File: src/rtl/intersection_phase_scheduler.sv
// intersection_phase_scheduler
//
// Timed phase scheduler for a two-street intersection. Street A is the
// priority street and Street B is the side street. A pedestrian crossing
// can also be served. The block guarantees:
//   - a minimum green time on A,
//   - a bounded green time on B while A has traffic,
//   - fixed yellow and all-red clearance intervals,
//   - a protected walk phase.
// The signal heads are driven straight from registers, so no input can
// reach a lamp through combinational logic.
//
// Build option:
//   TLC_PED_EN  When defined, the pedestrian logic is built: a pending
//               request flag, the walk phase, and the walk/ped_ack lamps.
//               When it is undefined, ped_req is ignored, walk and ped_ack
//               are tied low, and A yields only to Street B traffic.
//
// Ports:
//   clk       clock; all state changes on its rising edge
//   reset     asynchronous, active-high reset
//   sensor_A  a vehicle is present on Street A (level)
//   sensor_B  a vehicle is present on Street B (level)
//   ped_req   pedestrian push button (pulse or level)
//   light_A   Street A head, one-hot: 001 green, 010 yellow, 100 red
//   light_B   Street B head, same encoding
//   walk      pedestrian WALK lamp
//   ped_ack   one-cycle pulse on the first cycle of the walk phase
//   phase     current phase code, for debug and status

module intersection_phase_scheduler #(
  parameter int CNT_W       = 8,
  parameter int A_MIN_GREEN = 8,
  parameter int B_MAX_GREEN = 16,
  parameter int YELLOW_CYC  = 4,
  parameter int ALLRED_CYC  = 2,
  parameter int WALK_CYC    = 12
) (
  input  logic       clk,
  input  logic       reset,
  input  logic       sensor_A,
  input  logic       sensor_B,
  input  logic       ped_req,
  output logic [2:0] light_A,
  output logic [2:0] light_B,
  output logic       walk,
  output logic       ped_ack,
  output logic [2:0] phase
);

  localparam logic [2:0] A_GREEN  = 3'd0;
  localparam logic [2:0] A_YELLOW = 3'd1;
  localparam logic [2:0] AR_TO_B  = 3'd2;
  localparam logic [2:0] B_GREEN  = 3'd3;
  localparam logic [2:0] B_YELLOW = 3'd4;
  localparam logic [2:0] AR_TO_A  = 3'd5;
  localparam logic [2:0] PED_WALK = 3'd6;

  // A timed phase of N cycles ends on the edge where the timer reads N-1.
  localparam logic [CNT_W-1:0] A_MIN_LAST  = CNT_W'(A_MIN_GREEN - 1);
  localparam logic [CNT_W-1:0] B_MAX_LAST  = CNT_W'(B_MAX_GREEN - 1);
  localparam logic [CNT_W-1:0] YELLOW_LAST = CNT_W'(YELLOW_CYC - 1);
  localparam logic [CNT_W-1:0] ALLRED_LAST = CNT_W'(ALLRED_CYC - 1);
  localparam logic [CNT_W-1:0] WALK_LAST   = CNT_W'(WALK_CYC - 1);
  localparam logic [CNT_W-1:0] CNT_MAX     = '1;

  logic [2:0]       phase_q, phase_d;
  logic [CNT_W-1:0] cnt_q, cnt_d;
  logic [2:0]       light_a_q, light_a_d;
  logic [2:0]       light_b_q, light_b_d;

  // These three terms are the only places where pedestrian handling
  // changes the phase sequence.
  logic yield_a;
  logic serve_b;
  logic walk_next;

`ifdef TLC_PED_EN
  logic ped_pending_q, ped_pending_d;
  logic tgt_q, tgt_d;
  logic walk_q, walk_d;
  logic ped_ack_q, ped_ack_d;

  assign yield_a   = sensor_B | ped_pending_q;
  assign serve_b   = tgt_q;
  assign walk_next = ped_pending_q;
`else
  logic unused_ped_req;

  assign unused_ped_req = ped_req;
  assign yield_a        = sensor_B;
  assign serve_b        = 1'b1;
  assign walk_next      = 1'b0;
`endif

  // Phase sequencing. An illegal code (7) falls back to A_GREEN.
  always_comb begin
    phase_d = phase_q;
    case (phase_q)
      A_GREEN:  if (cnt_q >= A_MIN_LAST && yield_a) phase_d = A_YELLOW;
      A_YELLOW: if (cnt_q == YELLOW_LAST) phase_d = AR_TO_B;
      AR_TO_B:  if (cnt_q == ALLRED_LAST) phase_d = serve_b ? B_GREEN : PED_WALK;
      B_GREEN:  if (!sensor_B || (sensor_A && cnt_q >= B_MAX_LAST)) phase_d = B_YELLOW;
      B_YELLOW: if (cnt_q == YELLOW_LAST) phase_d = AR_TO_A;
      AR_TO_A:  if (cnt_q == ALLRED_LAST) phase_d = walk_next ? PED_WALK : A_GREEN;
      PED_WALK: if (cnt_q == WALK_LAST) phase_d = A_GREEN;
      default:  phase_d = A_GREEN;
    endcase
  end

  // The timer restarts on every phase change. It saturates so that a long
  // hold on B green cannot wrap around and hide the B_MAX_GREEN limit.
  always_comb begin
    cnt_d = cnt_q;
    if (phase_d != phase_q) begin
      cnt_d = '0;
    end else if (cnt_q != CNT_MAX) begin
      cnt_d = cnt_q + CNT_W'(1);
    end
  end

  // The lamps are decoded from the next phase and then registered, so they
  // change on the same edge as the phase register.
  always_comb begin
    light_a_d = 3'b100;
    light_b_d = 3'b100;
    case (phase_d)
      A_GREEN:  light_a_d = 3'b001;
      A_YELLOW: light_a_d = 3'b010;
      B_GREEN:  light_b_d = 3'b001;
      B_YELLOW: light_b_d = 3'b010;
      default:  ;
    endcase
  end

`ifdef TLC_PED_EN
  // A button press while walking is ignored. Entering the walk phase
  // consumes the pending request, and that takes priority over a press on
  // the same edge.
  always_comb begin
    ped_pending_d = ped_pending_q;
    tgt_d         = tgt_q;
    walk_d        = (phase_d == PED_WALK);
    ped_ack_d     = (phase_d == PED_WALK) && (phase_q != PED_WALK);
    if (ped_ack_d) begin
      ped_pending_d = 1'b0;
    end else if (ped_req && phase_q != PED_WALK) begin
      ped_pending_d = 1'b1;
    end
    // When B and the pedestrian both want the yield, B is served first.
    // The walk then follows through AR_TO_A.
    if (phase_q == A_GREEN && phase_d == A_YELLOW) begin
      tgt_d = sensor_B;
    end
  end

  always_ff @(posedge clk or posedge reset) begin
    if (reset) begin
      ped_pending_q <= 1'b0;
      tgt_q         <= 1'b0;
      walk_q        <= 1'b0;
      ped_ack_q     <= 1'b0;
    end else begin
      ped_pending_q <= ped_pending_d;
      tgt_q         <= tgt_d;
      walk_q        <= walk_d;
      ped_ack_q     <= ped_ack_d;
    end
  end

  assign walk    = walk_q;
  assign ped_ack = ped_ack_q;
`else
  assign walk    = 1'b0;
  assign ped_ack = 1'b0;
`endif

  always_ff @(posedge clk or posedge reset) begin
    if (reset) begin
      phase_q   <= A_GREEN;
      cnt_q     <= '0;
      light_a_q <= 3'b001;
      light_b_q <= 3'b100;
    end else begin
      phase_q   <= phase_d;
      cnt_q     <= cnt_d;
      light_a_q <= light_a_d;
      light_b_q <= light_b_d;
    end
  end

  assign light_A = light_a_q;
  assign light_B = light_b_q;
  assign phase   = phase_q;

endmodule

File: config.mk
export PLATFORM = sky130hd
export DESIGN_NAME = intersection_phase_scheduler
export DESIGN_NICKNAME = d
export VERILOG_FILES = /design/src/rtl/intersection_phase_scheduler.sv
export SDC_FILE = /design/constraint.sdc
export NUM_CORES = 1
export LEC_CHECK = 0
export ABC_AREA = 1
export CAP_MARGIN = 5
export CORE_MARGIN = 2
export CORE_UTILIZATION = 45
export CTS_BUF_LIST = sky130_fd_sc_hd__clkbuf_4 sky130_fd_sc_hd__clkbuf_8 sky130_fd_sc_hd__clkbuf_16
export CTS_CLUSTER_DIAMETER = 200
export DETAILED_ROUTE_END_ITERATION = 16
export MAX_ROUTING_LAYER = met4
export PLACE_DENSITY = 0.74
export SYNTH_ARGS = -nofsm -noshare
export SYNTH_HDL_FRONTEND = slang
export SYNTH_SLANG_ARGS = --single-unit
File: constraint.sdc
create_clock -name clk -period 2.2 [get_ports clk]
set_input_delay 0.22 -clock clk [delete_from_list [all_inputs] [get_ports clk]]
set_output_delay 0.22 -clock clk [all_outputs]
set_load 0.05 [all_outputs]
==> run metrics, run 1 <==
PortBufs 12; GR Util All Layers 18.6%; Starting Density 48.8%; Worst path max stage delay 860 ps; Area Growth Syn to Fin 12.6%; GRT met1 Usage 24.0%; power density over cell area 398 nW/um2; fill count 218; layout cells sized above 1 26.0%; TNS Setup 0 ps; Worst-Margin Slew 630 ps; grt met2 use 28.0%; setup repair bufs after CTS 0; total grt overflow 0; Post-route DRC 0; first-pass GRT wire length 3.70 mm; CP Max Fanout 8; number of max-cap violations 0; Top Ports 16; nets@finish 158; post-DP HPWL 1.57 mm; leading cell type in the layout, fill and taps excluded nand2_1; antenna fix cells 0; Max transition margin 57.9%; Hold Path Class primary input to async pin; Die Height 53.7 um; vias per cell 5.08; number of buffers created by CTS 3; worst skew pair latency 290 ps; DR pass1 iterations 4; Leak 0.619 nW; maximum VDD drop 0.424 mV; Max Slew Vio Count 0; fin crit period 1880 ps; Post-Synthesis Cells 139; Root Driver clkbuf_4; sequential area share after synthesis 38.6%; clk buf depth 2; status finished, final reports clean; vias in the first global route 869; placed cell count 174; Fin Clk Skew 1.01 ps; Core Rows 17; gpl congestion 0.836; most frequent cells in the layout nand2_1, nor2_2, inv_1; final non-filler cell total 178; Setup CP Type flip-flop to output pin; RSZ-0062 raised after global routing false; GRT busiest layer met2; CP top delay family buffers and inverters; Worst-path clk slew 90 ps; DRT iter0 DRCs 22; crit share post-route 85.7%; CORE AREA 2280 um2; # setup viols final 0; Mapped Area 1110 um2; Final Hold Vio Count 0; Worst Setup Start Kind flip-flop; Crit-path slowest cell clkdlybuf4s50_1; hold buffers post-CTS 0; CTS tree done; CP cell instances clkdlybuf4s50_1; crit path buf inv count 1; initial antenna violation count 0; largest net degree at the start of global routing 18; cell depth of the worst setup path 1; crit end category output pin; syn avg cell area 7.98 um2; R2R depth 10; final WL 2.08 mm; routed vias 905; Die X 53.7 um; Detail Route Antenna Nets 0; Clock Sinks 17; grt met3 use 1.67%; Max Clock Freq 531 MHz; CP required 1980 ps; Total Die Area 2880 um2; Synth warnings 0; CTS H-tree depth 1; post-CTS sizing 0; Overall Power 497 uW; routed length per instance 11.7 um; count of cell types in the netlist 32; flops & latches, synth 17; CP arrival 1660 ps
[stage by stage]
| stage | hold WS (ps) | cell area (um2) | setup WS (ps) | utilization [%] |
|---|---|---|---|---|
| detailed placement | 628 | 1220 | 392 | 53.7 |
| CTS | 319 | 1250 | 315 | 54.9 |
| floorplan | 145 | 1110 | 524 | - |
| global placement | 611 | 1220 | 438 | 53.7 |
| global route | 365 | 1250 | 128 | 54.9 |
| finish | 306 | 1250 | 315 | 54.9 |
[cell families after synthesis]
| family | synth area share (%) |
|---|---|
| buf+inv | 11.3 |
| fa+ha+maj | 2.25 |
| compound gates | 6.31 |
| flops | 38.6 |
| other cells | 0.338 |
| simple gates | 39.7 |
| xor+xnor | 1.58 |
[power breakdown]
group / internal [mW] / switching [mW]
logic: 0.00521 / 0.0154
clock network: 0.0677 / 0.0962
registers: 0.312 / 0
total: 0.385 / 0.112
[routing by layer]
layer,up-vias,share of wire [%]
li1,458,-
met2,27,45
met4,0,3.3
met3,6,4.2
met5,-,0
met1,414,47
[cells in the mapped netlist (all sizes together)]
master	n	area share, %
nand2	26	10
nor2	26	13
inv	20	6.8
nand3	17	11
dfrtp	15	34
o21ai	8	3.9
buf	6	4.2
nand4	4	2.3
nor3	3	1.8
a21oi	2	0.90
dfstp	2	4.7
ha	2	2.3
a21boi	1	0.68
a31o	1	0.79
and2	1	0.79
clkinv	1	0.34
conb	1	0.34
or2	1	0.56
xnor2	1	0.79
xor2	1	0.79
[flip-flops by register name (all words and copies together), names as in the netlist]
signal and count:
cnt_q 8, light_A 3, light_B 3, phase 3
[area by class of cell]
type,count,area (um2),area share (%)
tap,28,35.0,2.80
inverter,21,78.8,6.31
clock inverter,1,5.00,0.400
multi-input combinational,96,561,44.8
sequential,17,428,34.2
clock buffer,3,22.5,1.80
timing repair buffer,12,120,9.61
[worst paths after layout]
kind | start | endpoint | slack [ps]
worst max-delay path | phase[1] | phase[1] | 320
worst min-delay path | reset | light_B[1] | 310
worst max register to register | cnt_q[0] | light_B[2] | 400
worst min register to register | cnt_q[4] | cnt_q[4] | 650
max in group asynchronous | reset | cnt_q[7] | 1490
min in group clk | cnt_q[4] | cnt_q[4] | 650
(Power assumes the default switching activity.)
==> inputs of run 2 (changes only) <==
Settings changed: CTS_CLUSTER_SIZE set to 40, PLACE_DENSITY 0.74 to 0.73.
Clock period 2.2 ns to 2.1 ns, I/O delays scaled along.
==> run 2 against run 1 <==
Net effect: via count shrank 3.9%; cell count unchanged; first-iteration DRC count decreased by 32%; non-clock buffer count is the same; setup slack worse by 82 ps; hold slack got worse by 21 ps; flip-flop and latch count is the same; total power up 5.2%; clock power increased by 6%; critical path type unchanged; largest cell class unchanged.
==> run metrics, run 2 (synthesis results as in run 1) <==
Switch Pwr 119 uW; crit path capture phase[1]; Leak 0.619 nW; Util after Layout 54.9%; Total Die Area 2880 um2; launch point of the worst reg-to-reg path cnt_q[0]; antenna fix cells 0; Worst path max stage delay 860 ps; leading cell type in the layout, fill and taps excluded nand2_1; max reg flops 8; crit end category output pin; Top Ports 16; Reg2Reg Capture Point light_B[2]; CP Max Fanout 8; Final Hold Vio Count 0; internal power 404 uW; post-DP HPWL 1.58 mm; CP top delay family buffers and inverters; Crit-path slowest cell clkdlybuf4s50_1; routed length per instance 11.1 um; Worst-Margin Slew 619 ps; Starting Density 48.8%; multi-input logic area 561 um2; worst skew pair latency 290 ps; Worst Setup Start Kind flip-flop; total grt overflow 0; crit path buf inv count 1; PortBufs 12; most frequent cells in the layout nand2_1, nor2_2, inv_1; CORE AREA 2280 um2; status finished, final reports clean; gpl congestion 0.838; first-pass GRT wire length 3.49 mm; post-CTS sizing 0; vias in the first global route 824; crit share post-route 88.9%; Clock Sinks 17; layout cells sized above 1 26.0%; CP required 1890 ps; Fin Clk Skew 6.10 ps; maximum VDD drop 0.422 mV; Max transition margin 58.7%; R2R setup slack 270 ps; Hold Path Class primary input to async pin; CP cell instances clkdlybuf4s50_1; nets@finish 158; Core Rows 17; number of max-cap violations 0; Area Growth Syn to Fin 12.6%; routed vias 870; TNS Setup 0 ps; RSZ-0062 raised after global routing false; power density over cell area 418 nW/um2; CTS H-tree depth 1; GR Util All Layers 17.1%; fill count 212; cell depth of the worst setup path 1; vias per cell 4.89; initial antenna violation count 0; total area of sequential cells 428 um2; Die X 53.7 um; Die Height 53.7 um; # setup viols final 0; hold buffers post-CTS 0; Max Clock Freq 536 MHz; clk buf depth 2; fin crit period 1870 ps; Detail Route Antenna Nets 0; crit path from phase[1]; DRT iter0 DRCs 15; R2R depth 10; CP arrival 1660 ps; DR pass1 iterations 4; CTS tree done; number of buffers created by CTS 3; Worst-path clk slew 100 ps; final WL 1.98 mm; setup repair bufs after CTS 0; Max Slew Vio Count 0; Post-route DRC 0; largest net degree at the start of global routing 18; Root Driver clkbuf_4; power share of the combinational group 4.1%; Setup CP Type flip-flop to output pin; Largest Register cnt_q; Sw Share 22.8%; clock power share 33.3%; part of the power in registers 62.6%
==> run 2: area by class of cell <==
class                           count  share of cell area, %
Sequential cell                    17                   34.2
Inverter                           21                   6.31
Clock inverter                      1                  0.400
Multi-Input combinational cell     96                   44.8
Tap cell                           28                   2.80
Timing Repair Buffer               12                   9.61
Clock buffer                        3                   1.80
==> run 2: through the flow <==
stage	cells	area (um2)	hold slack [ps]	setup slack [ps]	total power [mW]
2_1_floorplan	140	1110	135	424	0.350
3_3_place_gp	174	1220	616	339	0.355
3_5_place_dp	174	1220	632	299	0.355
4_1_cts	178	1250	309	231	0.527
5_1_grt	178	1250	349	44.5	0.544
6_report	178	1250	285	233	0.523
==> run 2: routing by layer <==
metal	routed length [um]	track usage (%)	up-vias
met5	0	-	-
met4	19	5.13	0
met3	48	2.50	2
met2	929	27.2	11
met1	980	22.4	404
li1	-	-	453
==> run 2: worst min path at each step <==
stage               slack (ps)  cells past startpoint          to  start
floorplan                  130                      1    cnt_q[0]  reset
finish                     280                      2    cnt_q[7]  reset
global placement           620                      2  light_B[1]  reset
detailed placement         630                      2  light_A[2]  reset
CTS                        310                      2    cnt_q[7]  reset
global route               350                      2  light_A[2]  reset
==> run 2: power by group through the flow <==
stage	combinational (mW)	sequential (mW)	clock (mW)
final	0.0213	0.327	0.174
after detailed placement	0.0217	0.334	0
after CTS	0.0218	0.327	0.178
after global routing	0.0234	0.327	0.193
after global placement	0.0214	0.334	0
after floorplan	0.0166	0.334	0
==> inputs of run 3 (changes only) <==
Settings changed: CORE_ASPECT_RATIO set to 0.9.
==> run 3 against run 2 <==
Net effect: total power grew 0.62%; sequential share of layout area unchanged; flip-flop and latch count unchanged; maximum frequency hardly changed; critical path depth is the same; combinational power about the same; core utilization decreased by 2.9 points; highest routed layer unchanged; sequential power about the same.
==> run metrics, run 3 (synthesis results as in run 1) <==
initial antenna violation count 0; CP top delay family buffers and inverters; layout cells sized above 1 26.0%; crit path buf inv count 1; CTS tree done; fin crit period 1870 ps; Worst path max stage delay 850 ps; CP arrival 1660 ps; Largest Register cnt_q; setup repair bufs after CTS 0; CP cell instances clkdlybuf4s50_1; fill count 230; crit share post-route 88.9%; Worst Setup Start Kind flip-flop; Die X 56.3 um; CP Max Fanout 8; launch point of the worst reg-to-reg path cnt_q[0]; Core Rows 17; R2R setup slack 230 ps; number of max-cap violations 0; TNS Setup 0 ps; nets@finish 158; placed cell count 174; post-DP HPWL 1.57 mm; power density over cell area 421 nW/um2; vias in the first global route 834; PortBufs 12; routed vias 885; Reg2Reg Capture Point light_B[2]; Worst-path clk slew 100 ps; Max Clock Freq 535 MHz; total area of sequential cells 428 um2; post-CTS sizing 0; routed length per instance 11.5 um; antenna fix cells 0; hold buffers post-CTS 0; Total Die Area 2880 um2; final non-filler cell total 178; Clock Sinks 17; CORE AREA 2400 um2; max reg flops 8; R2R depth 10; GR Util All Layers 16.7%; Die Height 51.1 um; gpl congestion 0.867; Final Hold Vio Count 0; Starting Density 46.2%; total grt overflow 0; Area Growth Syn to Fin 12.6%; largest net degree at the start of global routing 18; number of buffers created by CTS 3; most frequent cells in the layout nand2_1, nor2_2, inv_1; CTS H-tree depth 1; Max Slew Vio Count 0; # setup viols final 0; Fin Clk Skew 1.62 ps; DRT iter0 DRCs 36; Setup CP Type flip-flop to output pin; final WL 2.05 mm; Hold Path Class primary input to async pin; crit end category output pin; Post-route DRC 0; Detail Route Antenna Nets 0; Leak 0.619 nW; maximum VDD drop 0.437 mV; worst skew pair latency 300 ps; Top Ports 16; status finished, final reports clean; Max transition margin 59.8%; RSZ-0062 raised after global routing false; Root Driver clkbuf_4; Worst-Margin Slew 602 ps; CP required 1890 ps; Crit-path slowest cell clkdlybuf4s50_1; vias per cell 4.97; first-pass GRT wire length 3.60 mm; DR pass1 iterations 4; multi-input logic area 561 um2; clk buf depth 2; leading cell type in the layout, fill and taps excluded nand2_1
==> run 3: cell counts in the layout (fill, tap and decap cells not counted) <==
Identical to the previous run, type by type.
==> run 3: worst max-delay path by stage <==
stage                   from          to  slack (ps)  cells after the start
finish              phase[1]    phase[1]         230                      1
global route        cnt_q[0]  light_A[0]          90                      9
CTS                 phase[1]    phase[1]         230                      1
detailed placement  cnt_q[0]  light_B[2]         270                     10
global placement    cnt_q[0]  light_B[2]         330                     10
floorplan           phase[0]    cnt_q[3]         420                      9
==> run 3: per-layer routing <==
| layer | track usage (%) | vias to the layer above | routed length, um | part of all wire, % |
|---|---|---|---|---|
| met5 | - | - | 0 | 0 |
| met4 | 7.54 | 0 | 36 | 1.8 |
| met3 | 2.28 | 5 | 83 | 4.1 |
| met2 | 25.3 | 21 | 936 | 46 |
| met1 | 22.5 | 406 | 992 | 48 |
| li1 | - | 453 | - | - |
==> run 3: layout make-up <==
| type | count | area share (%) |
|---|---|---|
| multi-input cells | 96 | 44.8 |
| repair buffers | 12 | 9.61 |
| flip-flops and latches | 17 | 34.2 |
| clock buffers | 3 | 1.80 |
| well taps | 28 | 2.80 |
| inverters | 21 | 6.31 |
| clock inverters | 1 | 0.400 |
==> run 3: per-stage QoR <==
stage / worst slack, ps / power (mW) / util (%) / instance area, um2 / hold slack [ps]
after detailed placement: 272 / 0.355 / 50.9 / 1220 / 616
after global routing: 85.5 / 0.551 / 52.0 / 1250 / 358
after global placement: 332 / 0.355 / 50.9 / 1220 / 614
final: 232 / 0.526 / 52.0 / 1250 / 268
after floorplan: 424 / 0.350 / - / 1110 / 135
after CTS: 227 / 0.535 / 52.0 / 1250 / 288
==> run 3: worst register-to-register path, delay by kind of cell, from the launching register on <==
| family | cells | cell delay, ps |
|---|---|---|
| AND/OR/NAND/NOR | 9 | 990 |
| adder cells (fa/ha/maj) | 1 | 390 |
| flip-flops | 1 | 430 |
==> run 3: power by group <==
group	switching (mW)	total, mW	internal [mW]
clock	0.106	0.178	0.0712
combinational	0.0158	0.0212	0.00545
sequential	0	0.327	0.327
total	0.122	0.526	0.404
